===== src/rtl/cpu_scoreboard_pkg.sv =====
// Shared definitions for the CPU write-side hazard scoreboard.
//   - Register-file geometry and per-register in-flight limit.
//   - Drain FSM state encodings.
//   - Opcode classification helpers. L-class opcodes read src1 only.
//     R-class opcodes read both src1 and src2.
package cpu_scoreboard_pkg;

  localparam int NUM_REGS     = 16;
  localparam int REG_W        = 4;
  localparam int MAX_INFLIGHT = 4;
  localparam int CNT_W        = 3;

  // Drain FSM states. Kept as plain constants so older tools see the same encoding.
  localparam logic [1:0] ST_RUN   = 2'd0;
  localparam logic [1:0] ST_DRAIN = 2'd1;
  localparam logic [1:0] ST_DONE  = 2'd2;

  typedef logic [1:0] sb_state_t;

  // Opcodes that read src1 only.
  localparam logic [7:0] OP_L0 = 8'h11;
  localparam logic [7:0] OP_L1 = 8'h13;
  localparam logic [7:0] OP_L2 = 8'h15;
  localparam logic [7:0] OP_L3 = 8'h23;
  localparam logic [7:0] OP_L4 = 8'h25;
  localparam logic [7:0] OP_L5 = 8'h27;
  localparam logic [7:0] OP_L6 = 8'h85;
  localparam logic [7:0] OP_L7 = 8'h87;

  // Opcodes that read src1 and src2.
  localparam logic [7:0] OP_R0 = 8'h10;
  localparam logic [7:0] OP_R1 = 8'h12;
  localparam logic [7:0] OP_R2 = 8'h14;
  localparam logic [7:0] OP_R3 = 8'h16;
  localparam logic [7:0] OP_R4 = 8'h20;
  localparam logic [7:0] OP_R5 = 8'h22;
  localparam logic [7:0] OP_R6 = 8'h24;

  function automatic logic is_l_type(input logic [7:0] opcode);
    case (opcode)
      OP_L0, OP_L1, OP_L2, OP_L3, OP_L4, OP_L5, OP_L6, OP_L7: return 1'b1;
      default:                                                return 1'b0;
    endcase
  endfunction

  function automatic logic is_r_type(input logic [7:0] opcode);
    case (opcode)
      OP_R0, OP_R1, OP_R2, OP_R3, OP_R4, OP_R5, OP_R6: return 1'b1;
      default:                                         return 1'b0;
    endcase
  endfunction

endpackage


===== src/rtl/cpu_scoreboard_if.sv =====
// Signal bundle between the pipeline control and the scoreboard.
//
// The master modport is the pipeline side. It drives:
//   - fetch instruction
//   - issue strobe and destination register
//   - writeback strobe and destination register
//   - flush
//   - drain request
//
// The slave modport is the scoreboard side. It returns:
//   - hazard stall
//   - pending mask
//   - drain status
//   - sticky error flags
interface cpu_scoreboard_if;
  import cpu_scoreboard_pkg::*;

  logic [31:0]         if_instr;
  logic                issue_en;
  logic [REG_W-1:0]    issue_reg;
  logic                wb_en;
  logic [REG_W-1:0]    wb_reg;
  logic                flush;
  logic                drain_req;
  logic                rw_stall;
  logic [NUM_REGS-1:0] pending_mask;
  logic                drain_busy;
  logic                drain_done;
  logic                err_ovf;
  logic                err_unf;

  modport master (
    output if_instr, issue_en, issue_reg, wb_en, wb_reg, flush, drain_req,
    input  rw_stall, pending_mask, drain_busy, drain_done, err_ovf, err_unf
  );

  modport slave (
    input  if_instr, issue_en, issue_reg, wb_en, wb_reg, flush, drain_req,
    output rw_stall, pending_mask, drain_busy, drain_done, err_ovf, err_unf
  );

endinterface


===== src/rtl/cpu_scoreboard_counter.sv =====
// Saturating pending-write counter for one architectural register.
//
// Ports:
//   clk, rst_n  clock and asynchronous active-low reset
//   clear       zero the count; inc/dec in the same cycle are ignored
//   inc         a write to this register issued
//   dec         a write to this register retired
//   nonzero     count != 0
//   ovf         sticky: inc while the count is at MAX_INFLIGHT
//   unf         sticky: dec while the count is 0
module cpu_sb_counter #(
  parameter int CNT_W        = 3,
  parameter int MAX_INFLIGHT = 4
) (
  input  logic clk,
  input  logic rst_n,
  input  logic clear,
  input  logic inc,
  input  logic dec,
  output logic nonzero,
  output logic ovf,
  output logic unf
);

  localparam logic [CNT_W-1:0] CNT_MAX = CNT_W'(MAX_INFLIGHT);

  logic [CNT_W-1:0] cnt;

  // NOTE: state registers use non-blocking assignments so that every flop samples
  // pre-edge values, independent of block ordering.
  always_ff @(posedge clk or negedge rst_n) begin
    if (!rst_n) begin
      cnt <= '0;
      ovf <= 1'b0;
      unf <= 1'b0;
    end else if (clear) begin
      cnt <= '0;
    end else begin
      unique case ({inc, dec})
        2'b10: begin
          if (cnt == CNT_MAX) ovf <= 1'b1;
          else                cnt <= cnt + 1'b1;
        end
        2'b01: begin
          if (cnt == '0) unf <= 1'b1;
          else           cnt <= cnt - 1'b1;
        end
        default: ; // idle, or issue and retire cancel each other
      endcase
    end
  end

  assign nonzero = (cnt != '0);

endmodule


===== src/rtl/cpu_scoreboard.sv =====
// Write-side hazard tracker for the 5-stage CPU.
//
// Every register write is counted when it issues from decode and uncounted when it retires at writeback.
// rw_stall flags a read-after-write hazard for the instruction in fetch.
// It is computed from the registered pending mask only.
// A drain handshake (RUN -> DRAIN -> DONE -> RUN) lets branch control wait until no writes are in flight.
//
// Ports:
//   clk, rst_n  clock and asynchronous active-low reset
//   bus         cpu_scoreboard_if.slave; the instruction/issue/writeback/flush/drain inputs and the
//               stall/pending/drain/error outputs
module cpu_scoreboard
  import cpu_scoreboard_pkg::*;
(
  input  logic           clk,
  input  logic           rst_n,
  cpu_scoreboard_if.slave bus
);

  logic [NUM_REGS-1:0] nonzero;
  logic [NUM_REGS-1:0] ovf_vec;
  logic [NUM_REGS-1:0] unf_vec;

  for (genvar r = 0; r < NUM_REGS; r++) begin : g_cnt
    cpu_sb_counter #(
      .CNT_W        (CNT_W),
      .MAX_INFLIGHT (MAX_INFLIGHT)
    ) u_cnt (
      .clk     (clk),
      .rst_n   (rst_n),
      .clear   (bus.flush),
      .inc     (bus.issue_en && (bus.issue_reg == REG_W'(r))),
      .dec     (bus.wb_en    && (bus.wb_reg    == REG_W'(r))),
      .nonzero (nonzero[r]),
      .ovf     (ovf_vec[r]),
      .unf     (unf_vec[r])
    );
  end

  assign bus.pending_mask = nonzero;
  assign bus.err_ovf      = |ovf_vec;
  assign bus.err_unf      = |unf_vec;

  // Hazard decode. It looks only at registered counters. A write retiring this cycle therefore still
  // stalls its reader, and a write issuing this cycle does not stall yet.
  logic [7:0]       opcode;
  logic [REG_W-1:0] src1;
  logic [REG_W-1:0] src2;
  logic             stall;
  logic             unused_instr_bits;

  assign opcode            = bus.if_instr[31:24];
  assign src1              = bus.if_instr[19:16];
  assign src2              = bus.if_instr[15:12];
  assign unused_instr_bits = ^{bus.if_instr[23:20], bus.if_instr[11:0]};

  // NOTE: every always_comb output gets a default first so no path leaves it unassigned (no latch).
  always_comb begin
    stall = 1'b0;
    if (is_l_type(opcode))      stall = nonzero[src1];
    else if (is_r_type(opcode)) stall = nonzero[src1] | nonzero[src2];
  end

  assign bus.rw_stall = stall;

  // Drain FSM. DRAIN is always visited, even with nothing pending, so that drain_done always arrives
  // exactly two cycles or more after the request.
  sb_state_t state;
  sb_state_t state_nxt;

  always_comb begin
    state_nxt = state;
    case (state)
      ST_RUN:   if (bus.drain_req)            state_nxt = ST_DRAIN;
      ST_DRAIN: if (bus.pending_mask == '0)   state_nxt = ST_DONE;
      ST_DONE:                                state_nxt = ST_RUN;
      default:                                state_nxt = ST_RUN;
    endcase
    if (bus.flush) state_nxt = ST_RUN;
  end

  always_ff @(posedge clk or negedge rst_n) begin
    if (!rst_n) state <= ST_RUN;
    else        state <= state_nxt;
  end

  assign bus.drain_busy = (state == ST_DRAIN);
  assign bus.drain_done = (state == ST_DONE);

endmodule


===== src/flat_wrapper.sv =====
// flat-port wrapper written by rule: the top's interface ports become plain ports
module cpu_scoreboard_flat import cpu_scoreboard_pkg::*;
  (clk, rst_n, bus_if_instr, bus_issue_en, bus_issue_reg, bus_wb_en, bus_wb_reg, bus_flush, bus_drain_req, bus_rw_stall, bus_pending_mask, bus_drain_busy, bus_drain_done, bus_err_ovf, bus_err_unf);
  cpu_scoreboard_if bus_i ();
  input  logic clk;
  input  logic rst_n;
  input wire logic [$bits(bus_i.if_instr)-1:0] bus_if_instr;
  input wire logic [$bits(bus_i.issue_en)-1:0] bus_issue_en;
  input wire logic [$bits(bus_i.issue_reg)-1:0] bus_issue_reg;
  input wire logic [$bits(bus_i.wb_en)-1:0] bus_wb_en;
  input wire logic [$bits(bus_i.wb_reg)-1:0] bus_wb_reg;
  input wire logic [$bits(bus_i.flush)-1:0] bus_flush;
  input wire logic [$bits(bus_i.drain_req)-1:0] bus_drain_req;
  output wire logic [$bits(bus_i.rw_stall)-1:0] bus_rw_stall;
  output wire logic [$bits(bus_i.pending_mask)-1:0] bus_pending_mask;
  output wire logic [$bits(bus_i.drain_busy)-1:0] bus_drain_busy;
  output wire logic [$bits(bus_i.drain_done)-1:0] bus_drain_done;
  output wire logic [$bits(bus_i.err_ovf)-1:0] bus_err_ovf;
  output wire logic [$bits(bus_i.err_unf)-1:0] bus_err_unf;
  assign bus_i.if_instr = bus_if_instr;
  assign bus_i.issue_en = bus_issue_en;
  assign bus_i.issue_reg = bus_issue_reg;
  assign bus_i.wb_en = bus_wb_en;
  assign bus_i.wb_reg = bus_wb_reg;
  assign bus_i.flush = bus_flush;
  assign bus_i.drain_req = bus_drain_req;
  assign bus_rw_stall = bus_i.rw_stall;
  assign bus_pending_mask = bus_i.pending_mask;
  assign bus_drain_busy = bus_i.drain_busy;
  assign bus_drain_done = bus_i.drain_done;
  assign bus_err_ovf = bus_i.err_ovf;
  assign bus_err_unf = bus_i.err_unf;
  cpu_scoreboard u_core (.clk(clk), .rst_n(rst_n), .bus(bus_i));
endmodule

===== config.mk =====
export PLATFORM = sky130hd
export DESIGN_NAME = cpu_scoreboard_flat
export DESIGN_NICKNAME = d
export VERILOG_FILES = /design/src/rtl/cpu_scoreboard_pkg.sv /design/src/rtl/cpu_scoreboard_if.sv /design/src/rtl/cpu_scoreboard_counter.sv /design/src/rtl/cpu_scoreboard.sv /design/src/flat_wrapper.sv
export SDC_FILE = /design/constraint.sdc
export NUM_CORES = 1
export LEC_CHECK = 0
export CAP_MARGIN = 40
export CORE_ASPECT_RATIO = 1.5
export CORE_MARGIN = 5
export CORE_UTILIZATION = 41
export CTS_CLUSTER_SIZE = 12
export DETAILED_ROUTE_END_ITERATION = 7
export SETUP_SLACK_MARGIN = 0.1
export SYNTH_ARGS = -nofsm -noshare
export SYNTH_HDL_FRONTEND = slang
export SYNTH_SLANG_ARGS = --single-unit
export TNS_END_PERCENT = 100

===== constraint.sdc =====
create_clock -name clk -period 2.4 [get_ports clk]
set_input_delay 0.36 -clock clk [delete_from_list [all_inputs] [get_ports clk]]
set_output_delay 0.36 -clock clk [all_outputs]
set_load 0.02 [all_outputs]

* After elaboration in Yosys (flattened, before gate mapping)
Cells that the tools add are included.
W data, S select, Z words.
** Storage, ports and cells
- Output and inout bits :: 21
- Register bits after elaboration :: 82
** Cells by class
- Bitwise operators :: 2
- Reduce and logical (&&, ||, !) cells :: 137
- Muxes and demuxes :: 77
- Eq/ne operators :: 129
- Add/subtract/negate cells :: 32
- Order comparisons :: 2
** Operator list (count)
- $mux W3 :: 48
- $reduce_and A3 Y1 :: 48
- $ne A3 B3 Y1 const B :: 33
- $pmux W3 S2 :: 16
- $reduce_bool A3 Y1 :: 32
- $eq A4 B4 Y1 const B :: 16
- $eq A8 B5 Y1 const B :: 7
- $add A3 B1 Y3 const B :: 16
- $eq A3 B3 Y1 const B :: 16
- $eq A8 B6 Y1 const B :: 6
- $logic_not A3 Y1 :: 16
- $sub A3 B1 Y3 const B :: 16
- $eq A2 B1 Y1 const B :: 17
- $eq A2 B2 Y1 const B :: 17
- $eq A4 B3 Y1 const B :: 8
- $logic_and A1 B1 Y1 :: 32
- $reduce_or A16 Y1 :: 2
- $eq A4 B2 Y1 const B :: 4
- $eq A8 B8 Y1 const B :: 2
- $logic_not A16 Y1 :: 1
- $lt A4 B5 Y1 const B :: 2
- $bmux W1 S4 :: 2
- $eq A4 B1 Y1 const B :: 2
- $logic_not A4 Y1 :: 2
- other kinds (10) :: 18

* Depth between registers and ports, before layout
- Depth in word-level cells :: 6
- Mapped depth :: 10
- Gate-level depth less buffers :: 8

* By module
Synthesis repeated with hierarchy kept, for this count alone.
** Unflattened totals
- Cell total of the unflattened synthesis :: 663
- Area, all modules :: 6348.6 sq um
** Modules (own cells, without submodules)
- cpu_sb_counter at u_core.g_cnt[14].u_cnt ... :: times used 10, cells each 39, area each 374.1 sq um
- cpu_sb_counter at u_core.g_cnt[0].u_cnt ... :: times used 5, cells each 28, area each 306.5 sq um
- cpu_scoreboard :: times used 1, cells each 95, area each 720.7 sq um
- cpu_sb_counter at u_core.g_cnt[3].u_cnt :: times used 1, cells each 38, area each 354.1 sq um

* Worst setup path before layout
OpenSTA, ideal clock, no wires.
- Path kind :: input -> register
- From :: input port bus_issue_reg[1]
- To :: register u_core.g_cnt[8].u_cnt.cnt[2]
- Slack :: 122 ps
- Data arrival time :: 2184 ps
- Stages :: 8
- Cell sequence :: or3b_1 buf_2 o211ai_2 inv_1 fa_1 o32ai_1 nor2_1 a211oi_1
** Between the ends
- Cells in the longest elaborated chain, start to end :: 5
- Elaborated cells on any way between the ends :: 10
- Classes of those cells :: 5 x eq/ne; 2 x mux; 3 x reduce/logical
** RTL lines
- start, declared :: line flat_wrapper.sv:9 : input wire logic [$bits(bus_i.issue_reg)-1:0] bus_issue_reg;
- $eq A4 B4 Y1 (*) :: line cpu_scoreboard.sv:32 : .inc (bus.issue_en && (bus.issue_reg == REG_W'(r))),
- $logic_and A1 B1 Y1 (*) :: line cpu_scoreboard.sv:32
- $eq A2 B1 Y1 or $eq A2 B2 Y1 (tied branches) :: line cpu_scoreboard_counter.sv:39 : unique case ({inc, dec})
- $ne A3 B3 Y1 (no source line), or another cell as far along
- $reduce_and A3 Y1 (no source line) or $mux W3 (tied branches)
- end signal, assigned :: line cpu_scoreboard_counter.sv:42 : else cnt <= cnt + 1'b1;
- end signal, assigned :: line cpu_scoreboard_counter.sv:46 : else cnt <= cnt - 1'b1;
- end, declared :: line cpu_scoreboard_counter.sv:27 : logic [CNT_W-1:0] cnt;
Every way passes the cells marked *; elsewhere a longest branch is shown, timed or not.
A chain may end at the register's enable or synchronous reset.

* Final worst setup path
- From :: register u_core.g_cnt[3].u_cnt.cnt[2]
- To :: output port bus_rw_stall
** Between the ends
- Cells in the longest elaborated chain, start to end :: 6
- Elaborated cells on any way between the ends :: 8
- Classes of those cells :: 6 x mux; 1 x bitwise; 1 x reduce/logical
** RTL lines
- start, declared :: line cpu_scoreboard_counter.sv:27
- start signal, assigned :: line cpu_scoreboard_counter.sv:42
- start signal, assigned :: line cpu_scoreboard_counter.sv:46
- $reduce_bool A3 Y1 (*) :: line cpu_scoreboard_counter.sv:53 : assign nonzero = (cnt != '0);
- $bmux W1 S4 (on tied branches) :: line cpu_scoreboard.sv:60, cpu_scoreboard.sv:61
- $mux W1 (on tied branches) :: line cpu_scoreboard.sv:60, cpu_scoreboard.sv:61
- $or A1 B1 Y1 :: line cpu_scoreboard.sv:61 : else if (is_r_type(opcode)) stall = nonzero[src1] | nonzero[src2];
- $mux W1 :: line cpu_scoreboard.sv:61
- $mux W1 (*) :: line cpu_scoreboard.sv:60 : if (is_l_type(opcode)) stall = nonzero[src1];
- end, declared :: line flat_wrapper.sv:14 : output wire logic [$bits(bus_i.rw_stall)-1:0] bus_rw_stall;
Every way passes the cells marked *; elsewhere a longest branch is shown, timed or not. The select of a mux whose other input is x is not followed.

==> flow_metrics.env <==
export IMPL_io_buffers=50
export IMPL_grt_pass1_vias=6061
export IMPL_worstPathArrival_ps=2200
export IMPL_max_stage_delay_ps=480
export IMPL_drv_slew=0
export IMPL_post_route_drc_count=0
export IMPL_cp_top_family="multiplexers"
export IMPL_gp_congestion=0.886
export IMPL_routed_via_count=5795
export IMPL_pin_count=67
export IMPL_drv_cap=0
export IMPL_final_nets=893
export IMPL_totalWireLength_um=18800
export IMPL_cp_cell_sequence="or3_4, mux4_2, o22ai_1, a211oi_1, a41o_1, buf_6"
export IMPL_drt_wirelength_per_cell_um=18.8
export IMPL_hpwl_um=14800
export IMPL_yosys_warnings=0
export IMPL_power_mw=3.71
export IMPL_power_density_mw_per_mm2=453
export IMPL_ant_nets=0
export IMPL_synth_edff_count=0
export IMPL_hold_slack_ps=469
export IMPL_clock_fmax_mhz=391
export IMPL_grt_usage=0.233
export IMPL_violations="setup timing"
export IMPL_syn_num_nets=678
export IMPL_power_leakage_nw=3.99
export IMPL_initial_core_util=0.413
export IMPL_use_met1=0.273
export IMPL_drive_gt1_frac=0.333
export IMPL_cts_root_buf="clkbuf_16"
export IMPL_grt_antenna_before_repair=0
export IMPL_setup_slack_ps=-158
export IMPL_grt_ovfl_total=0
export IMPL_status="complete, but fails checks"
export IMPL_clkSinkCount=82
export IMPL_die_area_mm2=0.0165
export IMPL_numCtsBuffers=9
export IMPL_vdd_ir_drop_max_uv=357
export IMPL_syn_cell_area_mm2=0.00573
export IMPL_critPathCaptureType="output pin"
export IMPL_finalSetupViolCount=1
export IMPL_synthCells=616
export IMPL_placed_area_mm2=0.00767
export IMPL_fin_crit_ps=2560
export IMPL_syn_area_per_cell_um2=9.30
export IMPL_worst_pin_slew_ps=566
export IMPL_synth_async_reset_ratio=1.00
export IMPL_core_area_mm2=0.0139
export IMPL_fin_skew_ps=5.83
export IMPL_met2_usage=0.397
export IMPL_die_height_um=155
export IMPL_clock_path_buffers=2
export IMPL_area_growth_pct=43.2
export IMPL_crit_path_top_delay_cell="mux4_2"
export IMPL_grt_max_degree=40
export IMPL_htree_levels=3
export IMPL_drt_pass1_iter_count=5
export IMPL_fillCellCount=1217
export IMPL_drt_iter0_drc=402
export IMPL_vias_per_cell=5.80
export IMPL_hold_class="flip-flop to flip-flop"
export IMPL_synth_seq_cells=82
export IMPL_ys_flop_type="dfrtp_1"
export IMPL_ys_types=70
export IMPL_path_class="flip-flop to output pin"
export IMPL_rsz0062_at_grt="true"
export IMPL_num_antenna_cells=0
export IMPL_cp_start_kind="flip-flop"
export IMPL_ys_seq_area_frac=0.358
export IMPL_preCtsSetupSlack_ps=-418
export IMPL_grt_pass1_wl_um=30200
export IMPL_top_usage_layer="met2"
export IMPL_fp_dieW_um=107
export IMPL_insertion_delay_ps=340
export IMPL_cts_clk_slew_worst_paths_ps=70
export IMPL_required_ps=2040
export IMPL_fin_area_mm2=0.00820
export IMPL_dpl_cell_count=978
export IMPL_rows=53
export IMPL_final_hold_violation_count=0
export IMPL_cts_tree="built"
export IMPL_timing_critical_path_buf_inv=1
export IMPL_fin_cells=1000
export IMPL_relSlewSlack=0.619
export IMPL_period_share=1.07
export IMPL_use_met3=0.0392
export IMPL_critPathMaxFanout=2
-- cell usage after synthesis (4+ instances only) --
master,count,area share
nor2_1,83,0.054
nand4_1,5,0.0055
dfrtp_1,82,0.36
nor3_1,16,0.014
or3_1,14,0.015
o21ai_0,24,0.021
and3b_1,5,0.0076
a21oi_1,19,0.017
xor2_1,5,0.0076
buf_4,16,0.021
nor2b_1,16,0.017
mux2i_1,25,0.044
nand3_1,6,0.0052
a2111oi_0,6,0.0092
nand3b_1,4,0.0052
a21o_1,9,0.012
and3_1,5,0.0055
clkbuf_1,26,0.017
nor4_1,15,0.016
and2_1,5,0.0055
o22ai_1,10,0.011
a22oi_1,4,0.0052
xnor2_1,9,0.014
a211oi_1,32,0.042
o211ai_1,12,0.016
nand2b_1,9,0.0098
o211ai_2,4,0.0087
nor3b_1,6,0.0079
a211oi_2,4,0.0087
nand2_1,21,0.014
a31o_2,8,0.012
buf_2,7,0.0061
fa_1,16,0.056
a41o_1,10,0.017
inv_1,23,0.015
-- worst register-to-register path: stages (launching register included) --
cell       delay (ps)
dfrtp_1           380
or3_1             420
buf_4             180
nor4_1            530
and4_1            290
a2111oi_0         100
-- stage by stage --
step                 util  setup TNS [ps]
floorplan               -               0
global placement    0.553           -3270
detailed placement  0.553           -5040
CTS                 0.586            -169
global route        0.592            -203
finish              0.592            -158
-- cell type report --
| class | instances | area (µm²) | share of cell area |
|---|---|---|---|
| repair buffers | 256 | 2090 | 0.255 |
| clock inverters | 6 | 115 | 0.0140 |
| clock buffers | 9 | 225 | 0.0275 |
| well taps | 165 | 206 | 0.0252 |
| inverters | 24 | 90.1 | 0.0110 |
| flip-flops and latches | 82 | 2050 | 0.250 |
| multi-input cells | 458 | 3430 | 0.418 |
-- path summary, 6_finish.rpt --
| kind | slack (ps) | start | endpoint | cells past startpoint |
|---|---|---|---|---|
| max | -160 | u_core.g_cnt[3].u_cnt.cnt[2] | bus_rw_stall | 6 |
| min | 470 | u_core.g_cnt[9].u_cnt.unf | u_core.g_cnt[9].u_cnt.unf | 1 |
| max reg2reg | 360 | u_core.g_cnt[0].u_cnt.cnt[2] | u_core.state[0] | 5 |
| min reg2reg | 470 | u_core.g_cnt[9].u_cnt.unf | u_core.g_cnt[9].u_cnt.unf | 1 |
| max in group asynchronous | 1220 | rst_n | u_core.g_cnt[15].u_cnt.unf | 3 |
| min in group asynchronous | 530 | rst_n | u_core.g_cnt[14].u_cnt.cnt[2] | 2 |
-- what timing repair did --
action	CTS	global route
hold endpoints to repair	3	0
buffers inserted	5	1
hold buffers	1	0
pin swaps	8	8
gates resized for setup	30	17
setup endpoints to repair	14	15
-- per-layer routing --
metal	wire, µm	up-vias
met5	0	-
met4	1050	0
met3	939	62
met2	9390	193
met1	7450	2832
li1	-	2708
-- placed cells by master, fill, tap and decap left out, types with 6 or more instances in the layout --
master,instances
nand2_1,21
clkbuf_16,9
nand2b_1,8
o211ai_1,12
a21o_1,9
a21oi_1,19
mux2i_1,25
clkdlybuf4s50_1,36
or3_1,10
nor3b_1,6
o21ai_0,24
nor2b_1,15
nor2_1,83
buf_4,201
a31o_2,8
a211oi_1,30
fa_1,12
dlymetal6s2s_1,6
dfrtp_1,82
nor4_1,10
inv_1,23
nor3_1,12
nand3_1,6
xnor2_1,9
a41o_1,10
a211oi_2,6
o22ai_1,10
-- sequential cells by signal, summed over array words and instances (netlist names) --
name,flops
u_core.g_cnt.u_cnt.ovf,16
u_core.g_cnt.u_cnt.unf,16
u_core.state,2
u_core.g_cnt.u_cnt.cnt,48
-- kinds of logic after synthesis --
kind of cell	count (synthesis)	synth area share
and+or+nand+nor	221	0.201
AOI/OAI and AO/OA	177	0.240
xor gates and xnor gates	14	0.0214
buffers and inverters	76	0.0644
DFF	82	0.358
adders and majority gates	16	0.0559
muxes	30	0.0594
-- where the power goes --
part	switching (mW)	total (mW)	internal, mW
Combinational	0.305	0.604	0.299
Sequential	0.0466	1.49	1.44
Clock	0.601	1.62	1.02
Total	0.952	3.71	2.76
No activity file was read; power rests on OpenSTA's default activity.
